<file path="src/rtl/fir_stim_source.sv">
// Burst stimulus generator for a FIR filter: saw/triangle/square/impulse samples, then a zero flush.
// Optional feature macro: SAMPLE_SRC_DITHER_EN (LFSR dither on bit 0 of RUN samples).
module fir_stim_source #(
  parameter int          PHASE_W   = 24,
  parameter int          FLUSH_LEN = 41,
  parameter logic [16:0] IMP_AMP   = 17'h0FFFF
) (
  input  logic               clk_100MHz,
  input  logic               reset,
  input  logic               start,
  input  logic               stop,
  input  logic [1:0]         wave_sel,
  input  logic [15:0]        rate_div,
  input  logic [PHASE_W-1:0] phase_inc,
  input  logic [15:0]        burst_len,
  output logic [16:0]        x,
  output logic               valid,
  output logic               busy,
  output logic               done,
  output logic [1:0]         dbg_state_o
);

  localparam int FL_W = $clog2(FLUSH_LEN + 1);

  typedef enum logic [1:0] {
    IDLE  = 2'd0,
    RUN   = 2'd1,
    DRAIN = 2'd2
  } state_t;

  state_t             state_q, state_d;
  logic [1:0]         wave_q, wave_d;
  logic [15:0]        rate_q, rate_d;
  logic [PHASE_W-1:0] inc_q, inc_d;
  logic [15:0]        blen_q, blen_d;
  logic [PHASE_W-1:0] phase_q, phase_d;
  logic [15:0]        div_q, div_d;
  logic [15:0]        cnt_q, cnt_d;
  logic [FL_W-1:0]    flush_q, flush_d;
  logic               stop_pend_q, stop_pend_d;
  logic [16:0]        x_q, x_d;
  logic               valid_q, valid_d;
  logic               done_q, done_d;
  logic [16:0]        start_x, step_x;
  logic               tick;

`ifdef SAMPLE_SRC_DITHER_EN
  logic [15:0] lfsr_q, lfsr_d;
`endif

  function automatic logic [16:0] wave_fn(input logic [1:0] sel, input logic [16:0] p,
                                          input logic first);
    logic [16:0] dbl;
    dbl = {p[15:0], 1'b0};
    case (sel)
      2'd0:    return p;
      2'd1:    return p[16] ? (17'h0FFFF - dbl) : (dbl - 17'h10000);
      2'd2:    return p[16] ? 17'h10001 : 17'h0FFFF;
      default: return first ? IMP_AMP : 17'd0;
    endcase
  endfunction

  // Sample 0 is produced straight from the live inputs on the accepting edge (phase 0).
  always_comb begin
    start_x = wave_fn(wave_sel, 17'd0, 1'b1);
    step_x  = wave_fn(wave_q, phase_q[PHASE_W-1 -: 17], 1'b0);
`ifdef SAMPLE_SRC_DITHER_EN
    start_x[0] = start_x[0] ^ lfsr_q[0];
    step_x[0]  = step_x[0] ^ lfsr_q[0];
`endif
  end

  assign tick = (div_q == 16'd0);

  always_comb begin
    state_d     = state_q;
    wave_d      = wave_q;
    rate_d      = rate_q;
    inc_d       = inc_q;
    blen_d      = blen_q;
    phase_d     = phase_q;
    div_d       = div_q;
    cnt_d       = cnt_q;
    flush_d     = flush_q;
    stop_pend_d = stop_pend_q;
    x_d         = x_q;
    valid_d     = 1'b0;
    done_d      = 1'b0;
    case (state_q)
      IDLE: begin
        if (start) begin
          state_d     = RUN;
          wave_d      = wave_sel;
          rate_d      = rate_div;
          inc_d       = phase_inc;
          blen_d      = burst_len;
          phase_d     = phase_inc;
          div_d       = rate_div;
          cnt_d       = 16'd1;
          flush_d     = '0;
          stop_pend_d = 1'b0;
          x_d         = start_x;
          valid_d     = 1'b1;
        end
      end
      RUN: begin
        if (stop) stop_pend_d = 1'b1;
        if (tick) begin
          div_d   = rate_q;
          valid_d = 1'b1;
          if (stop || stop_pend_q || (blen_q != 16'd0 && cnt_q == blen_q)) begin
            state_d = DRAIN;
            x_d     = 17'd0;
            flush_d = FL_W'(1);
          end else begin
            x_d     = step_x;
            phase_d = phase_q + inc_q;
            cnt_d   = cnt_q + 16'd1;
          end
        end else begin
          div_d = div_q - 16'd1;
        end
      end
      DRAIN: begin
        // The edge right after the last flush zero closes the burst.
        if (flush_q == FL_W'(FLUSH_LEN)) begin
          state_d = IDLE;
          done_d  = 1'b1;
        end else if (tick) begin
          div_d   = rate_q;
          valid_d = 1'b1;
          x_d     = 17'd0;
          flush_d = flush_q + FL_W'(1);
        end else begin
          div_d = div_q - 16'd1;
        end
      end
      default: state_d = IDLE;
    endcase
  end

`ifdef SAMPLE_SRC_DITHER_EN
  always_comb begin
    lfsr_d = lfsr_q;
    if (valid_d) lfsr_d = {lfsr_q[0] ^ lfsr_q[2] ^ lfsr_q[3] ^ lfsr_q[5], lfsr_q[15:1]};
  end
`endif

  always_ff @(posedge clk_100MHz) begin
    if (reset) begin
      state_q     <= IDLE;
      wave_q      <= '0;
      rate_q      <= '0;
      inc_q       <= '0;
      blen_q      <= '0;
      phase_q     <= '0;
      div_q       <= '0;
      cnt_q       <= '0;
      flush_q     <= '0;
      stop_pend_q <= 1'b0;
      x_q         <= '0;
      valid_q     <= 1'b0;
      done_q      <= 1'b0;
`ifdef SAMPLE_SRC_DITHER_EN
      lfsr_q      <= 16'hACE1;
`endif
    end else begin
      state_q     <= state_d;
      wave_q      <= wave_d;
      rate_q      <= rate_d;
      inc_q       <= inc_d;
      blen_q      <= blen_d;
      phase_q     <= phase_d;
      div_q       <= div_d;
      cnt_q       <= cnt_d;
      flush_q     <= flush_d;
      stop_pend_q <= stop_pend_d;
      x_q         <= x_d;
      valid_q     <= valid_d;
      done_q      <= done_d;
`ifdef SAMPLE_SRC_DITHER_EN
      lfsr_q      <= lfsr_d;
`endif
    end
  end

  assign x           = x_q;
  assign valid       = valid_q;
  assign done        = done_q;
  assign busy        = (state_q != IDLE);
  assign dbg_state_o = state_q;

endmodule

</file>
<file path="config.mk">
export PLATFORM = sky130hd
export DESIGN_NAME = fir_stim_source
export DESIGN_NICKNAME = d
export VERILOG_FILES = /design/src/rtl/fir_stim_source.sv
export SDC_FILE = /design/constraint.sdc
export NUM_CORES = 1
export LEC_CHECK = 0
export CORE_ASPECT_RATIO = 1.2
export CORE_MARGIN = 2
export CORE_UTILIZATION = 40
export DETAILED_ROUTE_END_ITERATION = 10
export PLACE_DENSITY = 0.57
export REMOVE_ABC_BUFFERS = 1
export SKIP_CTS_REPAIR_TIMING = 1
export SLEW_MARGIN = 10
export SYNTH_ARGS = -nofsm -noshare
export SYNTH_HDL_FRONTEND = slang
export SYNTH_SLANG_ARGS = --single-unit
</file>
<file path="constraint.sdc">
create_clock -name clk_100MHz -period 3.46 [get_ports clk_100MHz]
set_input_delay 0.346 -clock clk_100MHz [delete_from_list [all_inputs] [get_ports clk_100MHz]]
set_output_delay 0.346 -clock clk_100MHz [all_outputs]
set_load 0.02 [all_outputs]
</file>
# After elaboration in Yosys (flattened, before gate mapping)
# Cells that the tools add are included.
# totals
regBits	142
in_bits	62
# classes
n_addsub	6
eq_ne	15
mux	41
bitwise	1
n_reduce_logical	19
# op_table
op	n
$mux W17	7
$pmux W17 S3	2
$mux W16	6
$mux W24	3
$pmux W16 S3	1
$pmux W24 S2	1
$pmux W17 S2	1
$pmux W16 S2	1
$mux W6	5
$add A24 B24 Y24	1
$pmux W6 S3	1
$sub A16 B17 Y17 const A	1
$sub A17 B17 Y17 const B	1
$add A16 B1 Y16 const B	1
$eq A16 B16 Y1	1
$logic_not A16 Y1	1
$ne A2 B2 Y1 const B	8
$reduce_bool A16 Y1	1
$sub A16 B1 Y16 const B	1
$mux W2	4
$reduce_and A4 Y1	2
$add A6 B1 Y6 const B	1
$eq A2 B1 Y1 const B	3
$eq A6 B6 Y1 const B	1
other kinds (16)	27

# Depth between registers and ports, before layout
# logic_depth
ltp_word	6
ltp_mapped	11

# Worst setup path after synthesis
# OpenSTA, ideal clock, no wires.
# synth_path
kind	register to register
from	reg div_q[7]
to	reg cnt_q[15]
setup_time_ns	0.124
arrival_time_ns	2.732
required_time_ns	3.336
path_slack_ns	0.603
stages_incl_launch_ff	11
n_path_buf	2
synth_period_minus_slack_ns	2.857
path_cell_list	dfxtp_1 > or4_4 > nor4_4 > or4b_1 > buf_2 > a211o_2 > a21o_1 > buf_6 > nor4_4 > xnor2_1 > nor2_1
# synth_via
elab_chain_cells	3
# synth_rtl
element	line	source
from (decl)	37	logic [15:0] div_q, div_d;
from (signal assigned)	174	div_q <= div_d;
$logic_not A16 Y1	73	assign tick = (div_q == 16'd0);
$ne A2 B2 Y1 (no line)	n/a	
$reduce_and A4 Y1 (no line)	n/a	
to (signal assigned)	175	cnt_q <= cnt_d;
to (decl)	38	logic [15:0] cnt_q, cnt_d;
# No other way between the ends.
# A chain may end at the register's enable or synchronous reset.

# Worst setup path after layout
# layout_path
from	reg div_q[2]
to	reg cnt_q[15]
# The elaborated chain is that of the path after synthesis.

==> flow_summary_export.csv <==
group,metric,value,unit
status,outcome,"finished clean",
clocking,clk_latency,0.43,ns
layout,final_common_cell,"nand2_1",
yosys,ys_warn_count,0,
power_and_ir_drop,ir_drop,0.408,mV
layout,nFillCells,1925,
route,post-route-drc-count,0,
route,vias_per_cell,5.24,
layout,final_util,49.5,%
clocking,numCtsBuffers,17,
sta,layout_setup_ws,0.433,ns
clocking,cts.path.max_buffers,2,
global_routing,grt_overflow,0,
critical_path,criticalPathCategory,"register to register",
yosys,synth_cells,1033,
global_routing,grt_max_degree,77,
floorplanning,core,0.0195,mm^2
layout,mostFrequentLayoutCells,"nand2_1, dfxtp_1, a21oi_1, nor2_1, clkdlybuf4s50_1",
sta,timing.fmax,330,MHz
critical_path,cp_max_fo,10,
layout,multi_input_area,0.00480,mm^2
clocking,cts_tree,"done",
yosys,synth-async-reset-ratio,0,%
floorplanning,core.rowCount,56,
yosys,yosysSeqAreaShare,35.6,%
power_and_ir_drop,leakage,3.64,nW
critical_path,crit_path_end_kind,"register",
yosys,netlist_area,0.00798,mm^2
yosys,ys.flop_type,"dfxtp_1",
floorplanning,ioPinCount,84,
layout,insertedDiodeCount,0,
place,globalplace.congestion,0.874,
critical_path,worstPathRequired,3.77,ns
route,ant_nets,0,
sta,timing.clock.skew,0.00956,ns
global_routing,grt_pass1_vias,6831,
clocking,htree_levels,4,
layout,drive_gt1_share,6.61,%
sta,final_hold_viol_count,0,
critical_path,ff2ff_path_depth,8,
layout,fin_cells,1365,
run,drv_cap,0,
clocking,clock_sinks,142,
floorplanning,start_util,40.8,%
sta,fin_crit_sh,87.5,%
power_and_ir_drop,p_per_area,848,mW/mm^2
global_routing,antenna_found_initial,0,
power_and_ir_drop,p_total,8.22,mW
sta,worst_slew_pin_slew,1.07,ns
place,io_buffers,83,
sta,slew_viol_final,0,
layout,nNetsFinal,1187,
layout,area_delta_synth_final,21.3,%
yosys,yosysUniqueCellTypes,70,
floorplanning,die_w,133,um
hold_path,hold_path_class,"register to register",
layout,final_area,0.00968,mm^2
global_routing,track_usage,19.5,%
route,via_count,7151,
place,dp_hpwl,14000,um
critical_path,crit_path_start_kind,"register",
yosys,synth_top_area_share,35.6,%
sta,finalCriticalPeriod,3.03,ns
floorplanning,dieArea,0.0211,mm^2
route,wl_per_cell,14.6,um
sta,finalSetupTns,0,ns
place,dp.cells,1333,
clocking,path_clk_slew,0.06,ns
yosys,synth_seq_cells,142,
place,dpl_cell_area,0.00908,mm^2
yosys,yosysTopAreaCell,"dfxtp_1",
route,dr.pass1.iters,6,
sta,rsz0062_at_grt,"no",
critical_path,arrival,3.34,ns
place,place_worst_setup_slack,0.388,ns
sta,relSlewSlack,28.1,%
hold_path,whs_path_depth,2,
clocking,root_buffer,"clkbuf_16",
yosys,avgSynthCellArea,7.73,um^2
global_routing,grt_pass1_wl,34000,um
route,detail_route.iter0.violations,385,
sta,whs,0.457,ns
yosys,synth_area_leaders,"dfxtp_1, nand2_1, a21oi_1",
yosys,synth-edff-count,0,
layout,seq_area,0.00284,mm^2
route,wl,20000,um
sta,setup_viol,0,
floorplanning,dieHeight,159,um
## kinds of logic (layout without fill, tap and decap cells)
| group | count (synthesis) | count (layout) | synth area share (%) |
|---|---|---|---|
| buffers and inverters | 91 | 162 | 4.55 |
| AO/OA/AOI/OAI | 272 | 272 | 20.5 |
| multiplexers | 28 | 28 | 3.53 |
| AND/OR/NAND/NOR | 399 | 399 | 23.0 |
| adder cells (fa/ha/maj) | 34 | 34 | 5.42 |
| XOR/XNOR | 67 | 67 | 7.35 |
| flip-flops | 142 | 142 | 35.6 |
## Yosys cell counts, drive strengths merged (26+ instances only)
master  instances
a211oi         36
a21oi         115
clkbuf         44
dfxtp         142
ha             33
inv            26
mux2i          27
nand2         172
nor2          101
nor3           38
o21ai          61
xnor2          47
## per-layer routing
metal	up-vias	share of wire, %	global-route usage [%]
li1	3745	-	-
met2	100	49	33.4
met1	3288	47	25.0
met3	18	2.9	3.51
met4	0	1.4	5.57
met5	-	0	0
## flip-flops by register name (all words and copies together), names as in the netlist
name / count
done: 1
x: 17
inc_q: 24
div_q: 16
dbg_state_o: 2
flush_q: 6
stop_pend_q: 1
cnt_q: 16
rate_q: 16
valid: 1
wave_q: 2
phase_q: 24
blen_q: 16
## final timing paths
check,slack (ns),start,end
worst max-delay path,0.43,div_q[2],cnt_q[15]
worst min-delay path,0.46,rate_q[7],rate_q[7]
worst max register to register,0.43,div_q[2],cnt_q[15]
worst min register to register,0.46,rate_q[7],rate_q[7]
## area by class of cell
class / count / share of cell area, %
clock buffer: 21 / 4.55
tap: 261 / 3.37
multi-input combinational: 800 / 49.6
clock inverter: 11 / 1.72
timing repair buffer: 104 / 10.4
inverter: 26 / 1.01
sequential: 142 / 29.4
## critical path, stage by stage, from the launching register on
cell and delay, ns:
dfxtp_1 0.35, nor4_1 0.54, nand3_1 0.26, or4b_1 0.58, a211o_2 0.33, a21o_1 0.34, nor4_4 0.31, xnor2_1 0.15
nor2_1 0.05
## power breakdown
group	leakage [nW]	internal [mW]	switching, mW	total, mW
sequential	1.17	2.06	0.389	2.45
clock	0.287	1.20	0.720	1.92
combinational	2.18	1.62	2.22	3.85
total	3.64	4.89	3.33	8.22
(Power assumes the default switching activity.)
